[config.mk]
export PLATFORM = sky130hd
export DESIGN_NAME = imem_loader_flat
export DESIGN_NICKNAME = d
export VERILOG_FILES = /design/src/rtl/imem_loader_if.sv /design/src/rtl/imem_loader.sv /design/src/flat_wrapper.sv
export SDC_FILE = /design/constraint.sdc
export NUM_CORES = 1
export LEC_CHECK = 0
export ABC_AREA = 0
export CAP_MARGIN = 0
export CORE_ASPECT_RATIO = 1.75
export CORE_MARGIN = 4
export CORE_UTILIZATION = 55
export DETAILED_ROUTE_END_ITERATION = 16
export PLACE_DENSITY = 0.93
export RECOVER_POWER = 50
export SYNTH_ARGS = -nofsm -noshare
export SYNTH_HDL_FRONTEND = slang
export SYNTH_SLANG_ARGS = --single-unit
export TNS_END_PERCENT = 100
[constraint.sdc]
create_clock -name clk -period 5 [get_ports clk]
set_clock_uncertainty 0.1 [all_clocks]
set_input_delay 0.5 -clock clk [delete_from_list [all_inputs] [get_ports clk]]
set_output_delay 0.5 -clock clk [all_outputs]
set_load 0.03 [all_outputs]
[src/rtl/imem_loader_if.sv]
// Byte-stream input and instruction-memory write port of the program loader.
// master drives bytes and observes writes; slave is the loader itself.
interface imem_loader_if #(
  parameter int DEPTH = 128,
  parameter int WIDTH = 32
);
  localparam int AW = $clog2(DEPTH) + 2;

  logic             byte_valid;
  logic [7:0]       byte_data;
  logic             byte_last;
  logic             byte_ready;
  logic             imem_we;
  logic [AW-1:0]    imem_wr_addr;
  logic [WIDTH-1:0] imem_wr_din;

  modport master (
    output byte_valid, byte_data, byte_last,
    input  byte_ready, imem_we, imem_wr_addr, imem_wr_din
  );

  modport slave (
    input  byte_valid, byte_data, byte_last,
    output byte_ready, imem_we, imem_wr_addr, imem_wr_din
  );
endinterface

[src/rtl/imem_loader.sv]
// Packs a little-endian byte stream into 32-bit words for instruction memory, then releases the core.
// Write issues one cycle after the completing byte; byte_ready is high for the whole LOAD state only.
module imem_loader #(
  parameter int DEPTH = 128,
  parameter int WIDTH = 32
) (
  input  logic                       clk,
  input  logic                       reset,
  input  logic                       start,
  imem_loader_if.slave               bus,
  output logic                       cpu_run,
  output logic                       busy,
  output logic                       error,
  output logic [$clog2(DEPTH):0]     word_count
);
  localparam int CW = $clog2(DEPTH) + 1;
  localparam int AW = $clog2(DEPTH) + 2;
  localparam logic [CW-1:0] DEPTH_C = CW'(DEPTH);

  typedef enum logic [2:0] {
    S_IDLE,
    S_LOAD,
    S_FLUSH,
    S_DONE,
    S_ERR
  } state_e;

  state_e           state_q, state_d;
  logic [1:0]       lane_q, lane_d;
  logic [31:0]      word_q, word_d;
  logic [CW-1:0]    wc_q, wc_d;
  logic             we_q, we_d;
  logic [AW-1:0]    addr_q, addr_d;
  logic [WIDTH-1:0] din_q, din_d;
  logic             run_q, run_d;
  logic             busy_q, busy_d;
  logic             err_q, err_d;

  logic             accept;
  logic [31:0]      merged;

  assign accept = (state_q == S_LOAD) && bus.byte_valid;
  // Lanes not yet filled stay zero, so a short final word needs no extra masking.
  assign merged = word_q | ({24'd0, bus.byte_data} << {lane_q, 3'b000});

  always_comb begin
    state_d = state_q;
    lane_d  = lane_q;
    word_d  = word_q;
    wc_d    = wc_q;
    we_d    = 1'b0;
    addr_d  = addr_q;
    din_d   = din_q;
    err_d   = err_q;

    case (state_q)
      S_IDLE, S_DONE, S_ERR: begin
        if (start) begin
          state_d = S_LOAD;
          lane_d  = 2'd0;
          word_d  = 32'd0;
          wc_d    = '0;
          err_d   = 1'b0;
        end
      end
      S_LOAD: begin
        if (accept) begin
          if (wc_q == DEPTH_C) begin
            // Memory already full: drop the byte and park in ERR.
            state_d = S_ERR;
            err_d   = 1'b1;
          end else if ((lane_q == 2'd3) || bus.byte_last) begin
            we_d    = 1'b1;
            addr_d  = {wc_q[CW-2:0], 2'b00};
            din_d   = WIDTH'(merged);
            wc_d    = wc_q + CW'(1);
            word_d  = 32'd0;
            lane_d  = 2'd0;
            if (bus.byte_last) begin
              state_d = S_FLUSH;
            end
          end else begin
            word_d = merged;
            lane_d = lane_q + 2'd1;
          end
        end
      end
      S_FLUSH: begin
        state_d = S_DONE;
      end
      default: begin
        state_d = S_IDLE;
      end
    endcase

    busy_d = (state_d == S_LOAD) || (state_d == S_FLUSH);
    run_d  = (state_d == S_DONE);
  end

  always_ff @(posedge clk or negedge reset) begin
    if (!reset) begin
      state_q <= S_IDLE;
      lane_q  <= 2'd0;
      word_q  <= 32'd0;
      wc_q    <= '0;
      we_q    <= 1'b0;
      addr_q  <= '0;
      din_q   <= '0;
      run_q   <= 1'b0;
      busy_q  <= 1'b0;
      err_q   <= 1'b0;
    end else begin
      state_q <= state_d;
      lane_q  <= lane_d;
      word_q  <= word_d;
      wc_q    <= wc_d;
      we_q    <= we_d;
      addr_q  <= addr_d;
      din_q   <= din_d;
      run_q   <= run_d;
      busy_q  <= busy_d;
      err_q   <= err_d;
    end
  end

  assign bus.byte_ready   = (state_q == S_LOAD);
  assign bus.imem_we      = we_q;
  assign bus.imem_wr_addr = addr_q;
  assign bus.imem_wr_din  = din_q;
  assign cpu_run          = run_q;
  assign busy             = busy_q;
  assign error            = err_q;
  assign word_count       = wc_q;
endmodule

[src/flat_wrapper.sv]
// flat-port wrapper written by rule: the top's interface ports become plain ports
module imem_loader_flat 
#(
  parameter int DEPTH = 128,
  parameter int WIDTH = 32
)
  (clk, reset, start, cpu_run, busy, error, word_count, bus_byte_valid, bus_byte_data, bus_byte_last, bus_byte_ready, bus_imem_we, bus_imem_wr_addr, bus_imem_wr_din);
  imem_loader_if #(.DEPTH(DEPTH), .WIDTH(WIDTH)) bus_i ();
  input  logic clk;
  input  logic reset;
  input  logic start;
  output logic cpu_run;
  output logic busy;
  output logic error;
  output logic [$clog2(DEPTH):0] word_count;
  input wire logic [$bits(bus_i.byte_valid)-1:0] bus_byte_valid;
  input wire logic [$bits(bus_i.byte_data)-1:0] bus_byte_data;
  input wire logic [$bits(bus_i.byte_last)-1:0] bus_byte_last;
  output wire logic [$bits(bus_i.byte_ready)-1:0] bus_byte_ready;
  output wire logic [$bits(bus_i.imem_we)-1:0] bus_imem_we;
  output wire logic [$bits(bus_i.imem_wr_addr)-1:0] bus_imem_wr_addr;
  output wire logic [$bits(bus_i.imem_wr_din)-1:0] bus_imem_wr_din;
  assign bus_i.byte_valid = bus_byte_valid;
  assign bus_i.byte_data = bus_byte_data;
  assign bus_i.byte_last = bus_byte_last;
  assign bus_byte_ready = bus_i.byte_ready;
  assign bus_imem_we = bus_i.imem_we;
  assign bus_imem_wr_addr = bus_i.imem_wr_addr;
  assign bus_imem_wr_din = bus_i.imem_wr_din;
  imem_loader #(.DEPTH(DEPTH), .WIDTH(WIDTH)) u_core (.clk(clk), .reset(reset), .start(start), .bus(bus_i), .cpu_run(cpu_run), .busy(busy), .error(error), .word_count(word_count));
endmodule
# Yosys cells after proc, flatten, opt, wreduce, memory -nomap -nowiden
# Cells that the tools add are included.
totals:
  output_inout_bits: 54
  latch_bits: 0
  ramBits: 0
  regBits: 88
  mem_bits_ro: 0
  mem_count: 0
classes:
  n_addsub: 2
  n_reduce_logical: 10
  n_eq_ne: 14
  multipliers: 0
  muxes: 29
  order_cmp: 0
  bitwise_logic: 2
  div: 0
  shift: 1
ops:
  columns: ["op", "n"]
  rows:
  - ["two-way mux 32 bit", 4]
  - ["case mux 32 bit (2 select lines)", 1]
  - ["two-way mux 8 bit", 4]
  - ["OR 32 bit", 1]
  - ["<< shifter 8 x 5 -> 32 bit", 1]
  - ["case mux 8 bit (2 select lines)", 1]
  - ["two-way mux 3 bit", 5]
  - ["== test 3 x 2 -> 1 bit, second input constant", 4]
  - ["AND reduction 4 bit", 3]
  - ["case mux 3 bit (3 select lines)", 1]
  - ["adder 8 x 1 -> 8 bit, second input constant", 1]
  - ["== test 8 bit, second input constant", 1]
  - ["two-way mux 2 bit", 4]
  - ["two-way mux 1 bit", 7]
  - ["== test 3 x 1 -> 1 bit, second input constant", 2]
  - ["inequality test 2 x 1 -> 1 bit, second input constant", 3]
  - ["AND reduction 5 bit", 1]
  - ["inequality test 2 bit, second input constant", 2]
  - ["case mux 2 bit (2 select lines)", 1]
  - ["== test 3 bit, second input constant", 1]
  - ["logical NOT 3 bit", 1]
  - ["OR reduction 3 bit", 1]
  - ["adder 2 x 1 -> 2 bit, second input constant", 1]
  - ["== test 2 bit, second input constant", 1]
  - ["5 further kinds", 6]

# Logic depth before layout (Yosys ltp)
# Gate-level depths: netlist of the first run.
depth:
  ltp_word: 8
  depth_mapped: 10
  ltp_nobuf: 7

# Worst setup path after synthesis of the first run
# OpenSTA, ideal clock, no wires.
synth_timing:
  path_type: "register -> register"
  start: "reg u_core.wc_q[0], in the netlist u_core.word_count[0]"
  end: "reg u_core.addr_q[4], in the netlist u_core.bus.imem_wr_addr[4]"
  path_buffers: 3
  arrival_time_ns: 2.052
  period_less_slack_ns: 2.277
  slack_ns: 2.723
  t_required_ns: 4.775
  stages_incl_launch_ff: 9
  setup_time_ns: 0.125
  cell_sequence: "dfrtp_1 -> inv_1 -> ha_1 -> or3b_1 -> clkbuf_1 -> o2111ai_2 -> buf_6 -> buf_4 -> mux2_2"
synth_via:
  elab_chain_cells: 3
synth_lines:
  columns: ["item", "line", "text"]
  rows:
  - ["start: declaration", "imem_loader.sv:31", "logic [CW-1:0] wc_q, wc_d;"]
  - ["start signal: assignment", "imem_loader.sv:116", "wc_q <= wc_d;"]
  - ["== test 8 bit", "imem_loader.sv:68", "if (wc_q == DEPTH_C) begin"]
  - ["inverter 1 bit (no line)", null, null]
  - ["AND reduction 4 bit (no line)", null, null]
  - ["end signal: assignment", "imem_loader.sv:118", "addr_q <= addr_d;"]
  - ["end: declaration", "imem_loader.sv:33", "logic [AW-1:0] addr_q, addr_d;"]
# Every way passes these cells.
# A chain may end at the register's enable or synchronous reset.

# Final worst setup path of the first run
layout_timing:
  start: "reg u_core.wc_q[0], in the netlist u_core.word_count[0]"
  end: "reg u_core.word_q[26]"
layout_via:
  elab_chain_cells: 3
layout_lines:
  columns: ["item", "line", "text"]
  rows:
  - ["== test 8 bit", "imem_loader.sv:68", null]
  - ["inequality test 2 bit (no line)", null, null]
  - ["AND reduction 4 bit (no line)", null, null]
  - ["end signal: assignment", "imem_loader.sv:115", "word_q <= word_d;"]
  - ["end: declaration", "imem_loader.sv:30", "logic [31:0] word_q, word_d;"]
# Every way passes these cells.

==> results_dict.tcl, run 1 <==
set metrics [dict create \
    status "finished with violations" \
    violations "max-capacitance violations, max-slew violations" \
    yosysTopAreaCell "dfrtp_1" \
    period_needed_ns 3.32 \
    end_kind "register" \
    max_clock_freq_mhz 301 \
    worst_skew_pair.late_latency_ns 0.34 \
    core_um2 6540 \
    cts.sinks 88 \
    io_pins 67 \
    max_cap_viol_count 1 \
    viasPerCell 6.20 \
    crit_family "compound AO/OA/AOI/OAI gates" \
    synth_area_leaders "dfrtp_1 (59%), a22o_1 (6.6%), a21oi_1 (5.4%)" \
    yosys_warnings 0 \
    yosys.cell_types.count 45 \
    dieWidth_um 70.2 \
    grt_max_degree 89 \
    p_sw_w 0.000981 \
    crit_fanout 45 \
    clkTransAtPathRegs_ns 0.06 \
    synth_cells 345 \
    cp-start-kind "register" \
    rows 39 \
    mostFrequentLayoutCell "dfrtp_1" \
    finalCritPeriodShare 0.664 \
    vias 2965 \
    synthArstFlopShare 1.00 \
    htreeDepth 3 \
    crit_buf_inv 3 \
    cts_buffers 9 \
    timing_worst_setup_path_type "reg2reg" \
    slowest_delay_ns 0.78 \
    cp.depth 8 \
    cts_tree "yes" \
    final_cell_mix "dfrtp_1 (88), nand2_1 (42), clkdlybuf4s50_1 (41)" \
    critPathSlowestCell "o2111ai_4" \
    gp_congestion 0.880 \
    fp.dieArea_um2 8190 \
    ctsResizeCount 0 \
    drc 0 \
    finalHoldViolations 0 \
    hold-path-cell-count 2 \
    synth_area_per_cell_um2 10.8 \
    dp_hpwl_um 5970 \
    post_cts_buffers 0 \
    setup_viol 0 \
    final_antenna_net_count 0 \
    dr.pass1.iters 5 \
    holdBufCountCts 0 \
    rsz0062_at_grt "no" \
    power_frac_comb 0.355 \
    drtIter0Drc 306 \
    synth_seq_cells 88 \
    slew_headroom -0.390 \
    crit_required_ns 5.17 \
    grt_pass1_wl_um 14600 \
    power.leakage_nw 2.11 \
    final_area_um2 4620 \
    ys_seq_area_frac 0.592 \
    port_buffers 64 \
    syn2layout_area_growth_pct 24.3 \
    cts_max_path_buffers 2 \
    rr_worst_depth 8 \
    synth_top_area_frac 0.592 \
    power_density_nw_per_um2 559 \
    seqPwrFrac 0.384 \
    peakVddDrop_mv 0.338 \
    grt_usage 0.231 \
    wl_um 9080 \
    nNetsFinal 407 \
    grt_pass1_vias 3012 \
    die_h_um 117 \
    place_area_um2 4330 \
    syn_area_um2 3720 \
    drive_gt1_frac 0.0682 \
    synth_edf_count 0 \
    finalSetupTns_ns 0 \
    antenna_found_initial 0 \
    n_antenna_cell 0 \
    rrSetupSlack_ns 1.68 \
    post_drt_wl_per_cell_um 19.0 \
    tightest_slew_ns 2.08 \
    crit_arrival_ns 3.49 \
    clockRootBuffer "clkbuf_16" \
    synth_flop_cell "dfrtp_1" \
    maxSlewViolCount 89 \
    p_int_w 0.00161 \
    swShare 0.379 \
    min_path_type "reg2reg" \
    start_util 0.569 \
    power.share.clock 0.261 \
    overflow 0 \
    crit_path_cell_trace "inv_1, ha_1, or3b_1, o2111ai_4, buf_4, inv_4, nor2_8, a22o_1" \
]
## area by class of cell
cell class | count | area, um^2
Clock inverter | 3 | 40.0
Inverter | 9 | 36.3
Fill cell | 480 | 1920
Timing Repair Buffer | 65 | 643
Clock buffer | 13 | 260
Tap cell | 82 | 103
Sequential cell | 88 | 2200
Multi-Input combinational cell | 218 | 1340
## cells by family (layout without fill, tap and decap cells)
kind of cell    count (synthesis)  in the layout  synth area share
flops                          88             88             0.592
simple gates                   79             79             0.107
fa+ha+maj                       3              3            0.0101
other cells                     1              2           0.00101
compound gates                128            128             0.220
buf+inv                        40             90            0.0518
mux                             6              6            0.0178
## power by group through the flow
stage | clock, W | sequential, W | combinational, W
4_1_cts | 0.000680 | 0.000991 | 0.000930
2_1_floorplan | 0 | 0.00116 | 0.000416
6_report | 0.000674 | 0.000994 | 0.000918
5_1_grt | 0.000713 | 0.00101 | 0.000993
3_3_place_gp | 0 | 0.000987 | 0.000888
3_5_place_dp | 0 | 0.000997 | 0.000917
## registers in the layout, indices dropped and copies added (netlist names)
signal,count
u_core.state_q,3
u_core.bus.imem_wr_addr,7
u_core.word_count,8
u_core.error,1
u_core.lane_q,2
u_core.word_q,32
u_core.cpu_run,1
u_core.bus.imem_we,1
u_core.busy,1
u_core.bus.imem_wr_din,32
## worst paths after layout
kind                                              end                       start
min                        u_core.bus.imem_wr_addr[2]  u_core.bus.imem_wr_addr[2]
min in group asynchronous  u_core.bus.imem_wr_addr[4]                       reset
max reg2reg                         u_core.word_q[26]        u_core.word_count[0]
max                                 u_core.word_q[26]        u_core.word_count[0]
max in group asynchronous              u_core.cpu_run                       reset
min reg2reg                u_core.bus.imem_wr_addr[2]  u_core.bus.imem_wr_addr[2]
## synth_stat cells (3+ instances only)
cell type	count
o211ai_1	6
buf_2	5
nand3_1	6
inv_1	7
mux2_2	5
a21oi_1	40
a22o_1	28
or4_1	5
nor2_1	7
dfrtp_1	88
o31ai_1	3
ha_1	3
clkbuf_1	7
nor2b_1	6
o21ai_0	38
buf_6	3
buf_4	3
nand2_1	42
buf_1	13
## worst min-delay path: stages (launching register included)
cell and delay, ns:
dfrtp_1 0.34, nand2_1 0.04, o21ai_0 0.06
## stage by stage
| step | utilization | hold WS [ns] | instances | total power (W) | setup WS (ns) |
|---|---|---|---|---|---|
| floorplan | - | 0.104 | 346 | 0.00158 | 2.72 |
| global placement | 0.662 | 0.374 | 462 | 0.00187 | 1.85 |
| detailed placement | 0.662 | 0.373 | 462 | 0.00191 | 1.74 |
| CTS | 0.707 | 0.298 | 478 | 0.00260 | 1.69 |
| global route | 0.707 | 0.403 | 478 | 0.00272 | 1.41 |
| finish | 0.707 | 0.379 | 478 | 0.00259 | 1.68 |
## per-layer routing
| layer | global-route usage | up-vias | routed length, um |
|---|---|---|---|
| li1 | - | 1316 | - |
| met1 | 0.260 | 1489 | 3430 |
| met2 | 0.402 | 130 | 4810 |
| met3 | 0.0479 | 30 | 506 |
| met4 | 0.139 | 0 | 340 |
| met5 | 0 | - | 0 |
(Power assumes the default switching activity.)
==> run 2: changes to the inputs <==
CORE_UTILIZATION = 47   (was 55)
PLACE_DENSITY = 0.86   (was 0.93)
clock period = 2.8 ns   (was 5 ns; I/O delays follow)
==> run 2 against run 1 <==
Compared with the run above:
- the flow still finishes with violations (max-capacitance violations, max-slew violations)
- final cell count increased by 2.5%
- sequential share of layout area decreased by 0.51 points
- wire length increased by 1.7%
- die area increased by 15%
- count of clock-buffer cells in the layout decreased by 1
- combinational power increased by 80%
- core utilization decreased by 9.4 points
- sequential power increased by 77%
- worst setup slack got worse by 1.4 ns
- first-iteration DRC count decreased by 35%
- power increased by 75%
- via count decreased by 2.0%
- largest power group unchanged
==> results_dict.tcl, run 2 (same netlist as run 1, synthesis figures left out) <==
set metrics [dict create \
    status "finished with violations" \
    violations "max-capacitance violations, max-slew violations" \
    fp.dieArea_um2 9460 \
    n_antenna_cell 0 \
    finalHoldViolations 0 \
    grt_pass1_vias 2959 \
    place_area_um2 4390 \
    power.leakage_nw 2.14 \
    crit_fanout 9 \
    drtIter0Drc 199 \
    period_needed_ns 2.53 \
    crit_arrival_ns 2.15 \
    overflow 0 \
    crit_required_ns 2.42 \
    maxSlewViolCount 89 \
    drive_gt1_frac 0.0846 \
    cts_tree "yes" \
    peakVddDrop_mv 0.345 \
    grt_usage 0.206 \
    power_density_nw_per_um2 971 \
    wl_um 9240 \
    dp_hpwl_um 6380 \
    clockRootBuffer "clkbuf_16" \
    final_antenna_net_count 0 \
    port_buffers 64 \
    max_clock_freq_mhz 396 \
    end_kind "output pin" \
    finalSetupTns_ns 0 \
    viasPerCell 5.93 \
    final_util 0.613 \
    ctsResizeCount 0 \
    cp-start-kind "register" \
    power.share.clock 0.248 \
    post_cts_buffers 0 \
    worst_skew_pair.late_latency_ns 0.34 \
    grt_max_degree 89 \
    max_cap_viol_count 1 \
    start_util 0.488 \
    p_sw_w 0.00174 \
    rows 42 \
    seqPwrFrac 0.387 \
    syn2layout_area_growth_pct 25.7 \
    timing_worst_setup_path_type "reg2out" \
    rsz0062_at_grt "no" \
    dr.pass1.iters 5 \
    tightest_slew_ns 2.08 \
    p_int_w 0.00280 \
    cts_max_path_buffers 2 \
    gp_congestion 0.822 \
    grt_pass1_wl_um 14700 \
    final_cell_mix "dfrtp_1 (88), nand2_1 (42), a21oi_1 (40)" \
    htreeDepth 3 \
    mostFrequentLayoutCell "dfrtp_1" \
    core_um2 7620 \
    die_h_um 126 \
    final_area_um2 4670 \
    min_path_type "reg2reg" \
    setup_viol 0 \
    power_w 0.00454 \
    antenna_found_initial 0 \
    slew_headroom -0.385 \
    drc 0 \
    holdBufCountCts 0 \
    post_drt_wl_per_cell_um 18.9 \
    io_pins 67 \
    clkTransAtPathRegs_ns 0.06 \
    cts_buffers 9 \
    power_frac_comb 0.364 \
    dieWidth_um 75.2 \
    swShare 0.384 \
    finalCritPeriodShare 0.903 \
    cts.sinks 88 \
    nNetsFinal 413 \
    vias 2907 \
    fin_hold_ws_ns 0.379 \
]
==> run 2: changes by cell type in the layout (fill, tap and decap cells not counted), sizes merged <==
cell           delta
dlygate4sd3       +4
clkinvlp          +2
clkdlybuf4s50     -4
buf               +6
clkbuf            -1
bufinv            -1
==> run 2: power groups by stage <==
stage	Clock (W)	Combinational [W]	Sequential, W
final	0.00113	0.00165	0.00176
after detailed placement	0	0.00167	0.00177
after CTS	0.00114	0.00169	0.00176
after global routing	0.00120	0.00178	0.00179
after floorplan	0	0.000743	0.00207
after global placement	0	0.00164	0.00175
==> run 2: cell type report <==
class,instances,area (um^2)
clock buffers,12,256
inverters,9,36.3
clock inverters,4,28.8
repair buffers,71,701
flip-flops and latches,88,2200
fillers,579,2950
multi-input cells,218,1340
well taps,88,110
==> run 2: routing by layer <==
metal | routed length, um | vias to the layer above | global-route usage
li1 | - | 1331 | -
met1 | 3280 | 1445 | 0.218
met2 | 5060 | 104 | 0.355
met3 | 500 | 27 | 0.0375
met4 | 393 | 0 | 0.140
met5 | 0 | - | 0
==> run 2: path summary, 6_finish.rpt <==
| path | slack, ns | from | depth (start not counted) | to |
|---|---|---|---|---|
| worst max-delay path | 0.27 | u_core.state_q[1] | 3 | bus_byte_ready |
| worst min-delay path | 0.38 | u_core.bus.imem_wr_din[10] | 2 | u_core.bus.imem_wr_din[10] |
| worst max register to register | 0.30 | u_core.word_count[0] | 7 | u_core.word_q[27] |
| worst min register to register | 0.38 | u_core.bus.imem_wr_din[10] | 2 | u_core.bus.imem_wr_din[10] |
| max in group asynchronous | 0.94 | reset | 1 | u_core.cpu_run |
| min in group asynchronous | 0.44 | reset | 1 | u_core.bus.imem_wr_addr[4] |
==> run 2: stage by stage <==
stage	setup WS [ns]	instances
final	0.273	490
after global routing	0.152	490
after CTS	0.274	490
after detailed placement	0.341	474
after global placement	0.404	474
after floorplan	0.523	346
==> run 2: critical path, stage by stage (launching register included) <==
cell and delay [ns]:
dfrtp_1 0.43, or3b_1 0.46, inv_2 0.18, clkdlybuf4s50_1 0.74
==> run 3: changes to the inputs <==
CORE_MARGIN = 8   (was 4)
==> run 3 against run 2 <==
Compared with the run above:
- the run now ends clean
- register-to-register slack improved by 0.15 ns
- flip-flop and latch count did not move
- final cell count rose by 0.61%
- largest cell class unchanged
- sequential share of layout area fell by 0.26 points
- die area rose by 18%
- critical path depth did not move
==> results_dict.tcl, run 3 (same netlist as run 1, synthesis figures left out) <==
set metrics [dict create \
    cts_buffers 9 \
    rsz0062_at_grt "no" \
    crit_required_ns 2.42 \
    register_area_um2 2200 \
    rows 43 \
    period_needed_ns 2.53 \
    port_buffers 64 \
    drtIter0Drc 210 \
    io_pins 67 \
    final_antenna_net_count 0 \
    clockRootBuffer "clkbuf_16" \
    htreeDepth 3 \
    finalCritPeriodShare 0.903 \
    finalSetupTns_ns 0 \
    drc 0 \
    dr.pass1.iters 4 \
    max_cap_viol_count 0 \
    preCtsSetupSlack_ns 0.466 \
    syn2layout_area_growth_pct 26.4 \
    drt-met1-wl_um 3390 \
    end_kind "output pin" \
    timing_worst_setup_path_type "reg2out" \
    crit_fanout 9 \
    start_util 0.477 \
    met3_length_um 489 \
    min_path_type "reg2reg" \
    finalWorstSetupSlack_ns 0.271 \
    wl_met2_um 4970 \
    fill_cells 632 \
    power.leakage_nw 2.16 \
    tightest_slew_ns 1.34 \
    dieWidth_um 83.2 \
    grt_pass1_vias 2886 \
    status "finished, final reports clean" \
    cts_max_path_buffers 2 \
    n_antenna_cell 0 \
    overflow 0 \
    grt_usage 0.169 \
    multi_input_area_um2 1340 \
    drive_gt1_frac 0.0868 \
    crit_arrival_ns 2.15 \
    post_drt_wl_per_cell_um 18.4 \
    nNetsFinal 414 \
    post_cts_buffers 0 \
    viasPerCell 5.80 \
    antenna_found_initial 0 \
    topRoutingLayerUsed "met4" \
    power_density_nw_per_um2 979 \
    die_h_um 134 \
    fp.dieArea_um2 11100 \
    setup_viol 0 \
    holdBufCountCts 1 \
    dp_hpwl_um 6600 \
    vias 2857 \
    gp_congestion 0.856 \
    clkTransAtPathRegs_ns 0.06 \
    worst_skew_pair.late_latency_ns 0.34 \
    cts.sinks 88 \
    ctsResizeCount 0 \
    cts_tree "yes" \
    peakVddDrop_mv 0.481 \
    core_um2 7800 \
    maxSlewViolCount 0 \
    mostFrequentLayoutCell "dfrtp_1" \
    finalHoldViolations 0 \
    final_cell_mix "dfrtp_1 (88), nand2_1 (42), a21oi_1 (40)" \
    cp-start-kind "register" \
    slew_headroom 0.108 \
    grt_max_degree 68 \
    max_clock_freq_mhz 395 \
    fin_hold_ws_ns 0.375 \
    wl_um 9090 \
    grt_pass1_wl_um 15000 \
]
## run 3: worst max-delay path, stage by stage (launching register included)
cell,delay [ns]
dfrtp_1,0.45
or3b_1,0.47
inv_2,0.17
clkdlybuf4s50_1,0.72
## run 3: cell type report
cell class,count,area share
Tap cell,90,0.0240
Multi-Input combinational cell,218,0.285
Sequential cell,88,0.469
Inverter,9,0.00772
Clock buffer,14,0.0626
Clock inverter,2,0.00213
Timing Repair Buffer,72,0.150
## run 3: power breakdown
group / switching (W) / internal, W / leakage, nW
Combinational: 0.00106 / 0.000599 / 0.809
Sequential: 0.000195 / 0.00156 / 1.20
Clock: 0.000470 / 0.000719 / 0.155
## run 3: worst paths after layout
check	startpoint	end	slack, ns	cells past startpoint
setup / recovery	u_core.state_q[1]	bus_byte_ready	0.27	3
hold / removal	u_core.bus.imem_wr_din[22]	u_core.bus.imem_wr_din[22]	0.38	2
setup reg to reg	u_core.word_count[5]	u_core.word_q[1]	0.45	5
hold reg to reg	u_core.bus.imem_wr_din[22]	u_core.bus.imem_wr_din[22]	0.38	2
max in group asynchronous	reset	u_core.bus.imem_wr_addr[4]	0.79	3
min in group asynchronous	reset	u_core.bus.imem_wr_din[24]	0.68	2
## run 3: per-layer routing
metal | GRT usage | vias to the layer above
met5 | 0 | -
li1 | - | 1335
met4 | 0.0796 | 0
met3 | 0.0452 | 15
met1 | 0.181 | 1408
met2 | 0.297 | 99
## run 3: through the flow
step / power, W / util / std cells / cell area (um^2)
final: 0.00460 / 0.602 / 493 / 4700
after global routing: 0.00485 / 0.602 / 493 / 4700
after CTS: 0.00467 / 0.603 / 493 / 4710
after detailed placement: 0.00347 / 0.563 / 476 / 4390
after global placement: 0.00341 / 0.563 / 476 / 4390
after floorplan: 0.00281 / - / 346 / 3720
==> variant 1: new RTL, settings of run 3 <==
`DEPTH` is set to 128 in 3 places; all go to 256.
--- a/src/rtl/imem_loader_if.sv
+++ b/src/rtl/imem_loader_if.sv
@@ -1,7 +1,7 @@
 // Byte-stream input and instruction-memory write port of the program loader.
 // master drives bytes and observes writes; slave is the loader itself.
 interface imem_loader_if #(
-  parameter int DEPTH = 128,
+  parameter int DEPTH = 256,
   parameter int WIDTH = 32
 );
   localparam int AW = $clog2(DEPTH) + 2;
--- a/src/rtl/imem_loader.sv
+++ b/src/rtl/imem_loader.sv
@@ -1,7 +1,7 @@
 // Packs a little-endian byte stream into 32-bit words for instruction memory, then releases the core.
 // Write issues one cycle after the completing byte; byte_ready is high for the whole LOAD state only.
 module imem_loader #(
-  parameter int DEPTH = 128,
+  parameter int DEPTH = 256,
   parameter int WIDTH = 32
 ) (
   input  logic                       clk,
--- a/src/flat_wrapper.sv
+++ b/src/flat_wrapper.sv
@@ -1,7 +1,7 @@
 // flat-port wrapper written by rule: the top's interface ports become plain ports
 module imem_loader_flat 
 #(
-  parameter int DEPTH = 128,
+  parameter int DEPTH = 256,
   parameter int WIDTH = 32
 )
   (clk, reset, start, cpu_run, busy, error, word_count, bus_byte_valid, bus_byte_data, bus_byte_last, bus_byte_ready, bus_imem_we, bus_imem_wr_addr, bus_imem_wr_din);
Ports: changed (resized bus_imem_wr_addr and word_count); port bits go from 67 to 69. The function was not compared with the original's and may differ.
==> variant 1 against run 3 <==
Wire length fell by 0.51%. Total power rose by 20%. Cell area rose by 3.2%. Clock power rose by 4%. Combinational power rose by 36%. Worst setup slack improved by 200 ps. Synthesized cell count rose by 1.7%. Via count rose by 2.7%. Area after synthesis rose by 2.7%. Critical path depth rose by 5. Sequential cell count rose by 2. Sequential power rose by 14%. Critical path type is now flop to flop.
==> variant 1: results <==
[run_status]
status = "finished clean"

[layout]
nets = 426
fillers = 638
final_cell_count_no_fill = 503

[critical_path]
reg2reg_from = "u_core.word_count[1]"
crit_start = "u_core.word_count[1]"
max_stage_delay_ps = 480
critPathMaxFanout = 49
cpMaxStageDelayCell = "dfrtp_1"
endpoint = "u_core.bus.imem_wr_din[7]"

[route]
wire_per_inst_um = 17.98
first_pass_iters = 5
drtIter0Drc = 270
vias = 2933

[power_and_ir_drop]
pwr-share-seq_pct = 36.3
peakVddDrop_mv = 0.5468
leakage_nw = 2.154
p_int_mw = 3.380
p_per_area_nw_per_um2 = 1135
p_clk_mw = 1.24

[logic_synthesis]
synth.area.mux_share_pct = 3.441
synthAdderAreaFrac_pct = 0.9833
synthTopCellsByCount = "dfrtp_1 (90), a21oi_1 (73), nor2_1 (42)"
synthTopCellsByArea = "dfrtp_1 (59%), a21oi_1 (9.6%), a22o_1 (6.2%)"
yosysUniqueCellTypes = 44
synth_compound_area_share_pct = 20.62

[sta]
slew_headroom_pct = 12.46
setup_ws_ps = 466.6

[placed_design]
pre_cts_ws_ps = 391.5
dpl.cell_count = 488
postPlaceCellArea_um2 = 4539
gp_congestion = 0.8635
dp_hpwl_um = 6522

[grt]
groute.usage.overall_pct = 16.15
grt_pass1_wl_um = 14890
globalRouteMet3Util_pct = 4.819
grt_max_degree = 54
grt_pass1_vias = 2965
[variant 1: changes by cell type in the layout (fill, tap and decap cells not counted), moves of 3 or more]
cell / delta
a21boi_1: +4
a21oi_1: +33
and2_1: +5
clkbuf_8: -4
mux2_2: +4
nand2_1: -31
nand3_1: -4
nand4_1: +3
nor2_1: +35
o211ai_1: -6
o21ai_0: -33
[variant 1: layer usage]
layer / vias up / wire length [um]
li1: 1367 / -
met4: 0 / 206
met1: 1457 / 3402
met3: 15 / 560
met5: - / 0
met2: 94 / 4876
[variant 1: worst register-to-register path, delay by kind of cell (launching register included)]
| kind | cells | cell delay [ps] |
|---|---|---|
| AO/OA/AOI/OAI | 2 | 550 |
| AND/OR/NAND/NOR | 2 | 370 |
| adder cells (fa/ha/maj) | 1 | 180 |
| flip-flops | 1 | 480 |
| buffers and inverters | 3 | 580 |
[variant 1: how the worst min path moves through the flow]
stage                                start                          to  slack [ps]
final                     u_core.word_q[1]            u_core.word_q[1]         390
after global routing      u_core.word_q[1]            u_core.word_q[1]         420
after CTS                 u_core.word_q[1]            u_core.word_q[1]         400
after detailed placement             reset                 u_core.busy         260
after global placement               reset  u_core.bus.imem_wr_din[26]         250
after floorplan                      reset          u_core.bus.imem_we        -120
[variant 1: area by class of cell]
| cell class | count | share of cell area (%) |
|---|---|---|
| clock buffers | 11 | 5.005 |
| clock inverters | 3 | 1.342 |
| inverters | 5 | 0.3870 |
| multi-input cells | 228 | 29.23 |
| flip-flops and latches | 90 | 46.44 |
| well taps | 90 | 2.322 |
| repair buffers | 76 | 15.27 |
[variant 1: timing repair]
| action | CTS | global route |
|---|---|---|
| setup endpoints to repair | 0 | 0 |
| hold buffers | 1 | 0 |
| endpoints found under the hold margin | 51 | 0 |
==> variant 2: new RTL, settings of run 3 <==
Without the edit above. The 5 states of `state_e` get a one-hot encoding in 5 bits.
--- a/src/rtl/imem_loader.sv
+++ b/src/rtl/imem_loader.sv
@@ -17,12 +17,12 @@
   localparam int AW = $clog2(DEPTH) + 2;
   localparam logic [CW-1:0] DEPTH_C = CW'(DEPTH);
 
-  typedef enum logic [2:0] {
-    S_IDLE,
-    S_LOAD,
-    S_FLUSH,
-    S_DONE,
-    S_ERR
+  typedef enum logic [4:0] {
+    S_IDLE  = 5'b00001,
+    S_LOAD  = 5'b00010,
+    S_FLUSH = 5'b00100,
+    S_DONE  = 5'b01000,
+    S_ERR   = 5'b10000
   } state_e;
 
   state_e           state_q, state_d;
Function: same outputs for any inputs over 4 cycles, from zero or initial values and one cycle with reset low; so few cycles prove little.
==> variant 2 against run 3 <==
Area after synthesis rose by 3.4%. Wire length rose by 0.14%. Worst setup slack got worse by 24 ps. Sequential cell count rose by 2. Total power rose by 13%. Global-route usage fell by 0.45 points. Cell area rose by 1.9%. Utilization fell by 0.090 points. Sequential share of layout area rose by 0.19 points. Non-clock buffer count fell by 1. Count of clock-buffer cells in the layout fell by 4.
==> variant 2: results <==
[layout]
nMultiInputCombCells = 254
drive_gt1_share_pct = 7.373
inv_count = 3
n_antenna_cell = 0
seq_area_share_pct = 47.05
clock_cell_area_share_pct = 6.661
nNonClkBuffers = 71
multi_input_area_share_pct = 29.13
area_share_nonclk_buffers_pct = 14.58
nets = 445
fillers = 665
nClkBuffers = 10

[sta]
slew_headroom_pct = 12.05

[placed_design]
dp_hpwl_um = 6276
gp_congestion = 0.8222

[logic_synthesis]
ys_seq_area_share_pct = 58.61
yosysUniqueCellTypes = 44
synthTopCellsByCount = "dfrtp_1 (89), nor2_1 (74), a21oi_1 (69)"
synthXorXnorAreaFrac_pct = 1.139
synth_compound_area_share_pct = 17.90
synth.area.mux_share_pct = 2.050
synthTopCellsByArea = "dfrtp_1 (58%), a21oi_1 (9.0%), nor2_1 (7.2%)"
synthAdderAreaFrac_pct = 0.9762

[cts]
clock-sinks = 90
clockBufferDepth = 2
holdBufCountCts = 1
clock_latency_ps = 340
cts_max_level = 3

[route]
first_pass_iters = 5
wl_met1_um = 3490
drtIter0Drc = 232
postRouteWirelength_um = 9104
vias_per_cell = 5.891
dr_wl_met3_um = 589
met2_length_um = 4786

[grt]
globalRouteMet3Util_pct = 4.374
grt_antenna_before_repair = 0
grt_util_met1_pct = 17.79
grt_pass1_wl_um = 14770
grt_pass1_vias = 2972
groute.usage.overall_pct = 16.41
grt_max_degree = 67
met2_usage_pct = 28.18

[critical_path]
max_stage_delay_ps = 680
critPathArrivalTime_ps = 2170
crit_family = "buffers and inverters"
crit_start = "u_core.state_q[4]"

[power_and_ir_drop]
p_sw_share_pct = 38.33
peakVddDrop_mv = 0.5572
p_seq_mw = 1.92
leakage_nw = 2.142
p_clk_mw = 1.27
switchingPower_mw = 1.989

[worst_hold_path]
min-delay-start = "u_core.bus.imem_wr_addr[6]"
hold_class = "flop to flop"

[run_status]
status = "finished clean"
==> variant 2: cell count changes after synthesis, moves of 8 or more <==
cell      before  now
buf_2          5   13
a22o_1        28    0
nor2_1         7   74
buf_1         13    0
a21oi_1       40   69
nand2_1       42   10
a31oi_1        0   35
clkbuf_2       0    8
o21ai_0       38    9
==> variant 2: worst paths after layout <==
path / to / slack, ps / depth (start not counted)
max in group asynchronous: u_core.state_q[0] / 770 / 3
worst min-delay path: u_core.bus.imem_wr_addr[6] / 380 / 1
worst max-delay path: bus_byte_ready / 250 / 3
min in group asynchronous: u_core.word_count[1] / 670 / 2
worst min register to register: u_core.bus.imem_wr_addr[6] / 380 / 1
worst max register to register: u_core.bus.imem_wr_din[5] / 460 / 6
==> variant 2: through the flow <==
step                instance area (um^2)  std cells  worst slack, ps  util [%]
finish                              4790        524            246.6     60.15
detailed placement                  4468        507            480.7     56.11
CTS                                 4797        524            226.5     60.25
global route                        4790        524            86.97     60.15
global placement                    4468        507            606.4     56.11
floorplan                           3849        382            735.2         -
